`src/rtl/mult_arb_pkg.sv`:
```
// Shared types and widths for the sign-magnitude multiplier arbiter.
package mult_arb_pkg;

  // Requester operand: 1 sign bit + 8-bit magnitude.
  localparam int OP_W     = 9;
  localparam int MAG_W    = 8;
  // Returned product: 1 sign bit + 16-bit magnitude.
  localparam int PRD_W    = 17;
  // Position of the sign bit inside an operand.
  localparam int SIGN_BIT = 8;

  typedef enum logic [1:0] {
    IDLE  = 2'd0,
    ISSUE = 2'd1,
    WAIT  = 2'd2,
    RESP  = 2'd3
  } state_t;

endpackage

```
`src/rtl/mult_arb_rr_pick.sv`:
```
// Combinational round-robin picker: the first set request bit strictly
// after 'last', wrapping around to bit 0.
module rr_pick #(
  parameter int N  = 4,
  parameter int IW = (N > 1) ? $clog2(N) : 1
) (
  input  logic [N-1:0]  req,
  input  logic [IW-1:0] last,
  output logic [N-1:0]  pick,
  output logic [IW-1:0] idx,
  output logic          valid
);

  // Search the upper segment (above last) first, then the lower one.
  always_comb begin
    int  hi_sel;
    int  lo_sel;
    int  sel;
    logic hi_found;
    // NOTE: every variable gets a default before any branch so that no path
    // leaves it unassigned; an unassigned path would infer a latch.
    hi_sel   = 0;
    lo_sel   = 0;
    sel      = 0;
    hi_found = 1'b0;
    pick     = '0;
    idx      = '0;
    valid    = |req;
    // Walking downward means the lowest qualifying bit is written last.
    for (int i = N - 1; i >= 0; i--) begin
      if (req[i] && (i > int'(last))) begin
        hi_sel   = i;
        hi_found = 1'b1;
      end
      if (req[i] && (i <= int'(last))) begin
        lo_sel = i;
      end
    end
    sel = hi_found ? hi_sel : lo_sel;
    if (valid) begin
      pick[sel] = 1'b1;
      idx       = IW'(sel);
    end
  end

endmodule

```
`src/rtl/mult_arbiter_8.sv`:
```
// Round-robin sequencer sharing one multi-cycle 8x8 unsigned multiplier
// core among N_REQ sign-magnitude requesters, with a no-answer watchdog.
module mult_arbiter_8
  import mult_arb_pkg::*;
#(
  parameter int N_REQ   = 4,
  parameter int TIMEOUT = 32
) (
  input  logic                   clk,
  input  logic                   rst_n,
  input  logic [N_REQ-1:0]       req,
  input  logic [OP_W*N_REQ-1:0]  op_a,
  input  logic [OP_W*N_REQ-1:0]  op_b,
  output logic [N_REQ-1:0]       grant,
  output logic [N_REQ-1:0]       done,
  output logic [PRD_W-1:0]       prdct,
  output logic                   err,
  output logic                   busy,
  output logic                   mul_en,
  output logic [MAG_W-1:0]       mul_a,
  output logic [MAG_W-1:0]       mul_b,
  input  logic [2*MAG_W-1:0]     mul_result,
  input  logic                   mul_rdy
);

  localparam int IDX_W = (N_REQ > 1) ? $clog2(N_REQ) : 1;
  localparam int CNT_W = $clog2(TIMEOUT + 1);

  state_t               state_q, state_nx;
  logic [IDX_W-1:0]     idx_q, idx_nx;
  logic [IDX_W-1:0]     last_q, last_nx;
  logic                 sign_q, sign_nx;
  logic [CNT_W-1:0]     cnt_q, cnt_nx;
  logic [N_REQ-1:0]     grant_nx, done_nx;
  logic [PRD_W-1:0]     prdct_nx;
  logic                 err_nx, busy_nx, mul_en_nx;
  logic [MAG_W-1:0]     mul_a_nx, mul_b_nx;

  logic [N_REQ-1:0]     pick_oh;
  logic [IDX_W-1:0]     pick_idx;
  logic                 pick_vld;
  logic [OP_W-1:0]      sel_a, sel_b;

  rr_pick #(
    .N  (N_REQ),
    .IW (IDX_W)
  ) u_pick (
    .req   (req),
    .last  (last_q),
    .pick  (pick_oh),
    .idx   (pick_idx),
    .valid (pick_vld)
  );

  // Operands of the requester the picker currently favours.
  assign sel_a = op_a[int'(pick_idx)*OP_W +: OP_W];
  assign sel_b = op_b[int'(pick_idx)*OP_W +: OP_W];

  // Next-state and next-output logic; every output is registered below.
  always_comb begin
    state_nx  = state_q;
    idx_nx    = idx_q;
    last_nx   = last_q;
    sign_nx   = sign_q;
    cnt_nx    = cnt_q;
    grant_nx  = grant;
    busy_nx   = busy;
    mul_a_nx  = mul_a;
    mul_b_nx  = mul_b;
    mul_en_nx = 1'b0;
    done_nx   = '0;
    prdct_nx  = '0;
    err_nx    = 1'b0;
    case (state_q)
      IDLE: begin
        // Operands are latched here; later changes on op_a/op_b are ignored.
        if (pick_vld) begin
          idx_nx    = pick_idx;
          sign_nx   = sel_a[SIGN_BIT] ^ sel_b[SIGN_BIT];
          mul_a_nx  = sel_a[MAG_W-1:0];
          mul_b_nx  = sel_b[MAG_W-1:0];
          mul_en_nx = 1'b1;
          grant_nx  = pick_oh;
          busy_nx   = 1'b1;
          state_nx  = ISSUE;
        end
      end
      ISSUE: begin
        // A mul_rdy seen during this cycle is deliberately not looked at.
        cnt_nx   = '0;
        state_nx = WAIT;
      end
      WAIT: begin
        if (mul_rdy) begin
          done_nx  = grant;
          // A zero magnitude is always reported as +0.
          prdct_nx = {sign_q & (|mul_result), mul_result};
          state_nx = RESP;
        end else if (cnt_q == CNT_W'(TIMEOUT)) begin
          done_nx  = grant;
          err_nx   = 1'b1;
          state_nx = RESP;
        end else begin
          cnt_nx = cnt_q + CNT_W'(1);
        end
      end
      RESP: begin
        last_nx  = idx_q;
        grant_nx = '0;
        busy_nx  = 1'b0;
        state_nx = IDLE;
      end
      default: state_nx = IDLE;
    endcase
  end

  // State and output registers; reset discards any transaction in flight.
  // NOTE: sequential state uses non-blocking assignments so every register
  // samples the pre-edge values regardless of statement order.
  always_ff @(posedge clk or negedge rst_n) begin
    if (!rst_n) begin
      state_q <= IDLE;
      idx_q   <= '0;
      last_q  <= IDX_W'(N_REQ - 1);
      sign_q  <= 1'b0;
      cnt_q   <= '0;
      grant   <= '0;
      done    <= '0;
      prdct   <= '0;
      err     <= 1'b0;
      busy    <= 1'b0;
      mul_en  <= 1'b0;
      mul_a   <= '0;
      mul_b   <= '0;
    end else begin
      state_q <= state_nx;
      idx_q   <= idx_nx;
      last_q  <= last_nx;
      sign_q  <= sign_nx;
      cnt_q   <= cnt_nx;
      grant   <= grant_nx;
      done    <= done_nx;
      prdct   <= prdct_nx;
      err     <= err_nx;
      busy    <= busy_nx;
      mul_en  <= mul_en_nx;
      mul_a   <= mul_a_nx;
      mul_b   <= mul_b_nx;
    end
  end

endmodule

```
`config.mk`:
```
export PLATFORM = sky130hd
export DESIGN_NAME = mult_arbiter_8
export DESIGN_NICKNAME = d
export VERILOG_FILES = /design/src/rtl/mult_arb_pkg.sv /design/src/rtl/mult_arb_rr_pick.sv /design/src/rtl/mult_arbiter_8.sv
export SDC_FILE = /design/constraint.sdc
export NUM_CORES = 1
export LEC_CHECK = 0
export BUFFER_PORTS_ARGS = -buffer_cell sky130_fd_sc_hd__buf_2
export CAP_MARGIN = 20
export CORE_MARGIN = 5
export CORE_UTILIZATION = 35
export DETAILED_ROUTE_END_ITERATION = 7
export GPL_ROUTABILITY_DRIVEN = 0
export PLACE_DENSITY = 0.61
export SETUP_SLACK_MARGIN = 0.5
export SLEW_MARGIN = 40
export SYNTH_ARGS = -nofsm -noshare
export SYNTH_HDL_FRONTEND = slang
export SYNTH_SLANG_ARGS = --single-unit
```
`constraint.sdc`:
```
create_clock -name clk -period 2.1 [get_ports clk]
set_clock_uncertainty 0.15 [all_clocks]
set_input_delay 0.21 -clock clk [delete_from_list [all_inputs] [get_ports clk]]
set_output_delay 0.21 -clock clk [all_outputs]
set_load 0.02 [all_outputs]
```
# Word-level counts from Yosys, hierarchy flattened
# Index checks and enable logic that the tools add are counted.
# totals
ff_bits	57
out_inout_bits	44
# op_classes
addsub	1
eq_ne	8
n_bitwise	2
n_mux	35
magnitude_cmp	8
n_reduce_logical	16
shifts	2
mul	1
# op_table
op	n
$mux W32	3
$shiftx A36 B32 Y9	1
$shiftx A36 B7 Y9	1
$mux W17	2
$ge A32 B1 Y1 const B	1
$lt A32 B4 Y1 const B	1
$mux W2	9
$mux W4	4
$reduce_or A16 Y1	1
$mux W6	2
$pmux W6 S2	1
$mux W1	10
$pmux W2 S4	1
$pmux W4 S2	1
$logic_and A1 B1 Y1	7
$add A6 B1 Y6 const B	1
$eq A6 B6 Y1 const B	1
$mul A2 B4 Y6 const B	1
$ne A2 B2 Y1 const B	3
$reduce_and A2 Y1	3
$eq A2 B2 Y1 const B	2
$gt A2 B2 Y1 const A	2
$le A2 B2 Y1 const A	2
$reduce_bool A2 Y1	2
other kinds (11)	11

# Depth between registers and ports, before layout
# Gate-level depths: netlist of the first run.
# depth
ltp_word	13
depth_mapped	7
ltp_nobuf	7

# Cells and area by module
# From an unflattened synthesis of the first run, not the netlist that was laid out.
# unflattened
hier_cells	239
area_unflattened_um2	2995.4
# modules_own_cells
module	area_each_um2	instances	cells_per_inst	seq_area_each_um2
mult_arbiter_8	2795.2	1	209	1428.9
rr_pick	200.2	1	30	0.0

# Least setup slack after synthesis of the first run
# OpenSTA, ideal clock, no wires.
# synth_path
path_type	reg-to-reg
from	reg last_q[1]
to	reg mul_a[0]
t_required_ns	1.863
path_stages_with_launch	8
synth_period_minus_slack_ns	1.866
arrival_time_ns	1.630
path_slack_ns	0.234
setup_time_ns	0.087
cell_sequence	dfstp_2 -> mux2i_1 -> o22a_1 -> o21ai_1 -> or2_1 -> buf_2 -> buf_4 -> o211ai_1
# synth_via
elab_chain_len	10
elab_cells_between_ends	26
classes_between	mul: 1; order compare: 6; shift: 1; mux: 12; reduce/logical: 6
# synth_lines
element	line	text
start, declared	mult_arbiter_8.sv:31	logic [IDX_W-1:0] last_q, last_nx;
start signal, assigned	mult_arbiter_8.sv:124	last_q <= IDX_W'(N_REQ - 1);
start signal, assigned	mult_arbiter_8.sv:138	last_q <= last_nx;
$le A2 B2 Y1	mult_arb_rr_pick.sv:35	if (req[i] && (i <= int'(last))) begin
$logic_and A1 B1 Y1	mult_arb_rr_pick.sv:35	
$mux W2 (4 in series)	mult_arb_rr_pick.sv:35	
$mux W32 *	mult_arb_rr_pick.sv:39	sel = hi_found ? hi_sel : lo_sel;
$mux W2 *	mult_arb_rr_pick.sv:40	if (valid) begin
$mul A2 B4 Y6 *	mult_arbiter_8.sv:56	assign sel_a = op_a[int'(pick_idx)*OP_W +: OP_W];
$shiftx A36 B32 Y9 *	mult_arbiter_8.sv:56	
end signal, assigned	mult_arbiter_8.sv:147	mul_a <= mul_a_nx;
end, declared	mult_arbiter_8.sv:20	output logic [MAG_W-1:0] mul_a,
# Mark *: on every way between the ends. The rest lies on a longest branch, timed or not.
# A chain may end at the register's enable or synchronous reset.

# Final worst setup path of the first run
# layout_path
from	reg last_q[1]
to	reg mul_b[7]
# layout_via
elab_chain_len	10
elab_cells_between_ends	26
classes_between	mul: 1; order compare: 6; shift: 1; mux: 12; reduce/logical: 6
# layout_lines
element	line	text
$le A2 B2 Y1	mult_arb_rr_pick.sv:35	
$logic_and A1 B1 Y1	mult_arb_rr_pick.sv:35	
$mux W2 (4 in series)	mult_arb_rr_pick.sv:35	
$mux W32 *	mult_arb_rr_pick.sv:39	
$mux W2 *	mult_arb_rr_pick.sv:40	
$mul A2 B4 Y6 *	mult_arbiter_8.sv:57	assign sel_b = op_b[int'(pick_idx)*OP_W +: OP_W];
$shiftx A36 B7 Y9 *	mult_arbiter_8.sv:57	
end signal, assigned	mult_arbiter_8.sv:148	mul_b <= mul_b_nx;
end, declared	mult_arbiter_8.sv:21	output logic [MAG_W-1:0] mul_b,
# Marks and branches as above.

==> flow_summary.yaml, run 1 <==
outcome:
  status: "complete, no violations"
finish:
  layout-drive-gt1-share_pct: 45.7
  area_growth_pct: 53.0
  fin_util_pct: 55.6
  layout_common_cells: "139 x buf_2, 55 x dfrtp_1, 32 x and3_1, 32 x o211ai_1, 28 x nand2_1"
  fin_area_um2: 4610
  mostFrequentLayoutCell: "buf_2"
  nNetsFinal: 577
  antenna_cells: 0
setup_path:
  cp.arrival_ps: 1980
  crit_fanout: 10
  required_ps: 2160
  endpoint_kind: "register"
  r2r_cells: 6
  startpoint_type: "register"
  path_class: "reg2reg"
synthesis:
  synth_top_area_share_pct: 45.7
  synth_edf_count: 0
  synth_cell_type_count: 44
  ys_ff_latch: 57
  synthTopCellsByArea: "dfrtp_1 46%, o211ai_1 8.0%, and3_1 6.9%, mux2i_1 5.6%, nand2_1 4.1%"
  ys.flop_type: "dfrtp_1"
  syn_nets: 401
  synthArstFlopShare_pct: 100
  yosysSeqAreaShare_pct: 47.4
  synth_cells: 300
  ys_warn_count: 0
  syn-cell-area_um2: 3010
  synth_area_leader_cell: "dfrtp_1"
  syn_area_per_cell_um2: 10.0
grt:
  grt_pass1_wl_um: 15100
  use_met2_pct: 29.4
  grt_pass1_vias: 3147
  grt_max_degree: 58
  grt_use_total_pct: 18.5
  antenna_found_initial: 0
  grt_overflow: 0
  met3_usage_pct: 5.48
  busiest_layer: "met2"
  use_met1_pct: 23.8
die:
  die_y_um: 103
  start_util_pct: 36.3
  die_x_um: 103
  row_count: 33
  io_pins: 139
  die_area_um2: 10600
  core_um2: 8300
timing:
  relSlewSlack_pct: 64.8
  setup_violations: 0
  worst_pin_slew_ps: 523
  hold_viol: 0
  fmax_mhz: 522
  slew_viol_final: 0
  rsz0062_at_grt: "true"
  period_needed_ps: 1920
  tns_ps: 0
  finalCritPeriodShare_pct: 91.3
pwr:
  combPwrFrac_pct: 54.3
  p_sw_mw: 2.41
  power.sequential.fraction_pct: 29.9
  clkPwrFrac_pct: 15.8
  ir_drop_uv: 411
  internal-power_mw: 3.27
  p_leak_nw: 2.35
  p_sw_share_pct: 42.4
  pwr_density_cell_nw_per_um2: 1230
route:
  via_per_inst: 5.12
  post_drt_wl_per_cell_um: 17.0
  antenna_left: 0
  drc: 0
  drt-pass1-iter-count: 4
  num_vias: 2998
  route.final.wire_length_um: 9950
  first_iter_violations: 101
clocking:
  cts_tree: "built"
  clkLatencyLatePin_ps: 330
  cts-buffers-inserted: 9
  cts.clk_slew.worst_paths_ps: 70
  cts.sinks: 57
  htreeDepth: 3
  root_buffer: "clkbuf_8"
  cts_buffer_depth: 2
hold_path:
  holdPathStages: 3
  hold_class: "in2reg"
flow_run:
  cap_violations: 0
placement:
  placed_cell_area_um2: 3820
  hpwl_um: 6170
  port_buffers: 138
power by group through the flow:
stage	Combinational [mW]	Sequential (mW)	Clock [mW]
2_1_floorplan	1.39	1.97	0
3_3_place_gp	2.32	1.71	0
3_5_place_dp	2.36	1.71	0
4_1_cts	2.71	1.70	0.920
5_1_grt	3.35	1.73	0.976
6_report	3.08	1.69	0.896
sequential cells by signal, indices dropped and copies added (netlist names):
signal,flops
busy,1
cnt_q,6
done,4
err,1
grant,4
idx_q,2
last_q,2
mul_a,8
mul_b,8
mul_en,1
prdct,17
sign_q,1
state_q,2
routing by layer:
metal / part of all wire (%) / up-vias
met1: 42 / 1389
li1: - / 1455
met5: 0 / -
met4: 2.0 / 0
met3: 9.0 / 13
met2: 47 / 141
critical path: stages, from the launching register on:
cell,delay [ps]
dfstp_2,630
nand2_2,80
a31oi_4,180
buf_12,150
and2_4,280
mux2i_1,220
o211ai_1,90
repair_timing:
item	4_1_cts	5_1_grt
resized for setup	29	25
gates cloned	4	5
pin swaps	5	16
endpoints found under the hold margin	73	0
endpoints found under the setup margin	31	31
hold buffers	17	0
setup buffers	5	9
cell usage after synthesis (2+ instances only):
| library cell | number |
|---|---|
| inv_1 | 9 |
| buf_2 | 6 |
| a22o_1 | 2 |
| mux2i_1 | 17 |
| nor2_1 | 7 |
| and3_1 | 33 |
| xor2_1 | 3 |
| dfstp_2 | 2 |
| nand3_1 | 2 |
| nand4_1 | 2 |
| clkbuf_1 | 11 |
| and2_1 | 5 |
| o22a_1 | 2 |
| buf_6 | 2 |
| nand2_1 | 33 |
| o21ai_1 | 4 |
| nand2b_1 | 2 |
| o21ai_0 | 8 |
| a21boi_0 | 16 |
| nor4_1 | 4 |
| o21a_1 | 3 |
| dfrtp_1 | 55 |
| ha_1 | 6 |
| a31oi_1 | 3 |
| xnor2_1 | 2 |
| o22ai_1 | 2 |
| or3_1 | 2 |
| a21oi_1 | 7 |
| o211ai_1 | 32 |
| nor2b_1 | 4 |
per-stage QoR:
| stage | hold WS [ps] | cells | worst slack [ps] | total power [mW] |
|---|---|---|---|---|
| CTS | 19.0 | 572 | 181 | 5.33 |
| global route | 26.4 | 586 | 98.6 | 6.06 |
| detailed placement | 87.4 | 530 | 87.3 | 4.06 |
| global placement | 88.0 | 530 | 133 | 4.02 |
| finish | 31.3 | 586 | 183 | 5.67 |
| floorplan | -236 | 300 | 307 | 3.36 |
layout make-up:
| cell class | instances | area [um2] |
|---|---|---|
| clock buffer | 9 | 124 |
| clock inverter | 7 | 46.3 |
| fill | 731 | 3690 |
| inverter | 9 | 37.5 |
| multi-input combinational | 217 | 1620 |
| sequential | 57 | 1430 |
| tap | 105 | 131 |
| timing repair buffer | 182 | 1220 |
final timing paths:
kind | to | slack, ps | start
setup / recovery | mul_b[7] | 180 | last_q[1]
hold / removal | mul_a[1] | 30 | op_a[1]
setup reg to reg | mul_b[7] | 180 | last_q[1]
hold reg to reg | idx_q[1] | 330 | idx_q[1]
max in group asynchronous | last_q[1] | 1250 | rst_n
min in group asynchronous | prdct[13] | 250 | rst_n
cell families (layout without fill, tap and decap cells):
logic type	count (synthesis)	count (layout)	share of synthesized area, %
fa+ha+maj	6	6	2.49
xor+xnor	5	5	1.45
flops	57	57	47.4
compound gates	87	88	21.0
simple gates	98	100	17.1
buf+inv	29	207	4.49
mux	18	18	6.02
Note: power is estimated with default switching activity, not from simulation.
==> inputs of run 2 (changes only) <==
Settings changed: CORE_UTILIZATION 35 to 47, PLACE_DENSITY 0.61 to 0.78.
==> run 2 against run 1 <==
  * Register-to-register slack worse by 60 ps
  * Maximum frequency is 3.2% lower
  * Hold slack worse by 14 ps
  * Setup slack worse by 63 ps
  * Utilization is 18 points higher
  * Sequential power hardly changed
  * Routed wire length is 10% higher
  * Sequential share of layout area hardly changed
  * Total power is 6.1% higher
  * Clock power is 1% lower
  * Critical endpoint is now mul_b[0]
  * Highest routed layer unchanged
==> flow_summary.yaml, run 2 (synthesized netlist as in run 1, its figures left out) <==
outcome:
  status: "complete, no violations"
grt:
  grt_max_degree: 47
  grt_use_total_pct: 25.6
  antenna_found_initial: 0
  grt_pass1_vias: 3439
  grt_pass1_wl_um: 16900
  grt_overflow: 0
flow_run:
  cap_violations: 0
setup_path:
  path_class: "reg2reg"
  crit_chain: "buf_4 > nand2_4 > o22a_4 > buf_12 > and3_1 > o211ai_1 > o211ai_1"
  path_buf_inv: 2
  cpMaxStageDelayCell: "dfstp_2"
  regToRegEndpoint: "mul_b[0]"
  reg2reg_slack_ps: 120
  endpoint_kind: "register"
  critical_path.top_delay_family: "compound AO/OA/AOI/OAI gates"
  crit_fanout: 11
  startpoint_type: "register"
  r2r_cells: 7
  slowest_delay_ps: 560
  crit_top_cell: "o211ai_1"
  cp.arrival_ps: 2040
  required_ps: 2150
  reg2reg_from: "last_q[1]"
clocking:
  cts-buffers-inserted: 9
  root_buffer: "clkbuf_8"
  cts.sinks: 57
  cts_tree: "built"
  clkLatencyLatePin_ps: 340
  htreeDepth: 3
  cts.clk_slew.worst_paths_ps: 70
  cts_buffer_depth: 2
die:
  die_area_um2: 8110
  start_util_pct: 48.0
  row_count: 29
  io_pins: 139
  die_x_um: 90.1
  core_um2: 6280
  die_y_um: 90.1
pwr:
  p_leak_nw: 2.39
  ir_drop_uv: 669
  pwr_density_cell_nw_per_um2: 1300
  p_sw_share_pct: 43.4
  clkPwrFrac_pct: 14.7
  p_sw_mw: 2.61
  combPwrFrac_pct: 56.9
  power.sequential.fraction_pct: 28.4
  internal-power_mw: 3.40
timing:
  setup_violations: 0
  rsz0062_at_grt: "true"
  fmax_mhz: 505
  hold_viol: 0
  finalCritPeriodShare_pct: 94.3
  relSlewSlack_pct: 47.1
  tns_ps: 0
  period_needed_ps: 1980
  slew_viol_final: 0
  worst_pin_slew_ps: 785
placement:
  hpwl_um: 6050
  place_inst: 502
  port_buffers: 138
  placed_cell_area_um2: 3780
finish:
  largest-register: "prdct"
  area_growth_pct: 53.4
  largest_register_ffs: 17
  mostFrequentLayoutCell: "buf_2"
  top_regs: "prdct x17, mul_a x8, mul_b x8"
  nNetsFinal: 583
  layout-drive-gt1-share_pct: 47.4
  antenna_cells: 0
  finalNonFillerCells: 564
  num-fill-cells: 423
  layout_common_cells: "139 x buf_2, 54 x dfrtp_1, 32 x and3_1, 32 x o211ai_1, 29 x nand2_1"
  seq_area_um2: 1430
  fin_area_um2: 4620
  multiInputGateArea_um2: 1660
  fin_util_pct: 73.6
route:
  first_iter_violations: 220
  drt-pass1-iter-count: 5
  drc: 0
  antenna_left: 0
  route.final.wire_length_um: 11000
  num_vias: 3249
  via_per_inst: 5.76
  post_drt_wl_per_cell_um: 19.5
hold_path:
  hold_class: "in2reg"
  holdPathStages: 2
  min_from: "mul_result[7]"
  worstHoldEndpoint: "prdct[7]"
[run 2: cell count changes in the layout (fill, tap and decap cells not counted), moves of 3 or more]
cell | previous run | this run
dlygate4sd3_1 | 17 | 13
buf_12 | 5 | 8
clkbuf_16 | 3 | 0
buf_4 | 11 | 20
[run 2: final cells by class]
| type | instances | share of cell area [%] |
|---|---|---|
| clock buffers | 9 | 2.68 |
| clock inverters | 7 | 1.03 |
| inverters | 9 | 0.731 |
| multi-input cells | 220 | 36.0 |
| flip-flops and latches | 57 | 31.0 |
| well taps | 77 | 2.09 |
| repair buffers | 185 | 26.5 |
[run 2: what timing repair did]
item,4_1_cts,5_1_grt
hold buffers,13,0
hold endpoints to repair,67,0
pin swaps,26,23
setup buffers,12,11
gates resized for setup,37,23
setup endpoints to repair,31,31
gates cloned,10,0
[run 2: stage by stage]
stage               hold slack, ps  total power [mW]  setup WS (ps)
floorplan                     -236              3.36            307
global placement             -38.9              3.97            160
detailed placement           -32.9              4.06           59.6
CTS                           6.26              5.60            158
global route                 -1.34              6.34           59.1
finish                        17.1              6.02            120
[run 2: power by group through the flow]
stage / logic (mW) / clock network (mW) / registers (mW)
finish: 3.42 / 0.884 / 1.71
global route: 3.64 / 0.957 / 1.74
CTS: 3.02 / 0.896 / 1.68
detailed placement: 2.36 / 0 / 1.70
global placement: 2.27 / 0 / 1.70
floorplan: 1.39 / 0 / 1.97
[run 2: worst max path at each step]
| stage | from | end | slack, ps | cells after the start |
|---|---|---|---|---|
| 6_report | last_q[1] | mul_b[0] | 120 | 7 |
| 3_5_place_dp | last_q[1] | mul_a[2] | 60 | 5 |
| 5_1_grt | last_q[1] | mul_b[4] | 60 | 7 |
| 4_1_cts | last_q[1] | mul_b[0] | 160 | 8 |
| 2_1_floorplan | last_q[1] | mul_a[0] | 310 | 7 |
| 3_3_place_gp | last_q[1] | sign_q | 160 | 5 |
[run 2: worst reg2reg max path, cell delays in order (launching register included)]
cell and delay [ps]:
dfstp_2 560, buf_4 140, nand2_4 70, o22a_4 280, buf_12 150, and3_1 160, o211ai_1 210, o211ai_1 130
[run 2: per-layer routing]
metal	vias to the layer above	wire length, um	GRT usage, %
met5	-	0	0
li1	1474	-	-
met4	0	399	11.8
met1	1504	4070	30.2
met3	39	1220	7.26
met2	232	5300	43.0
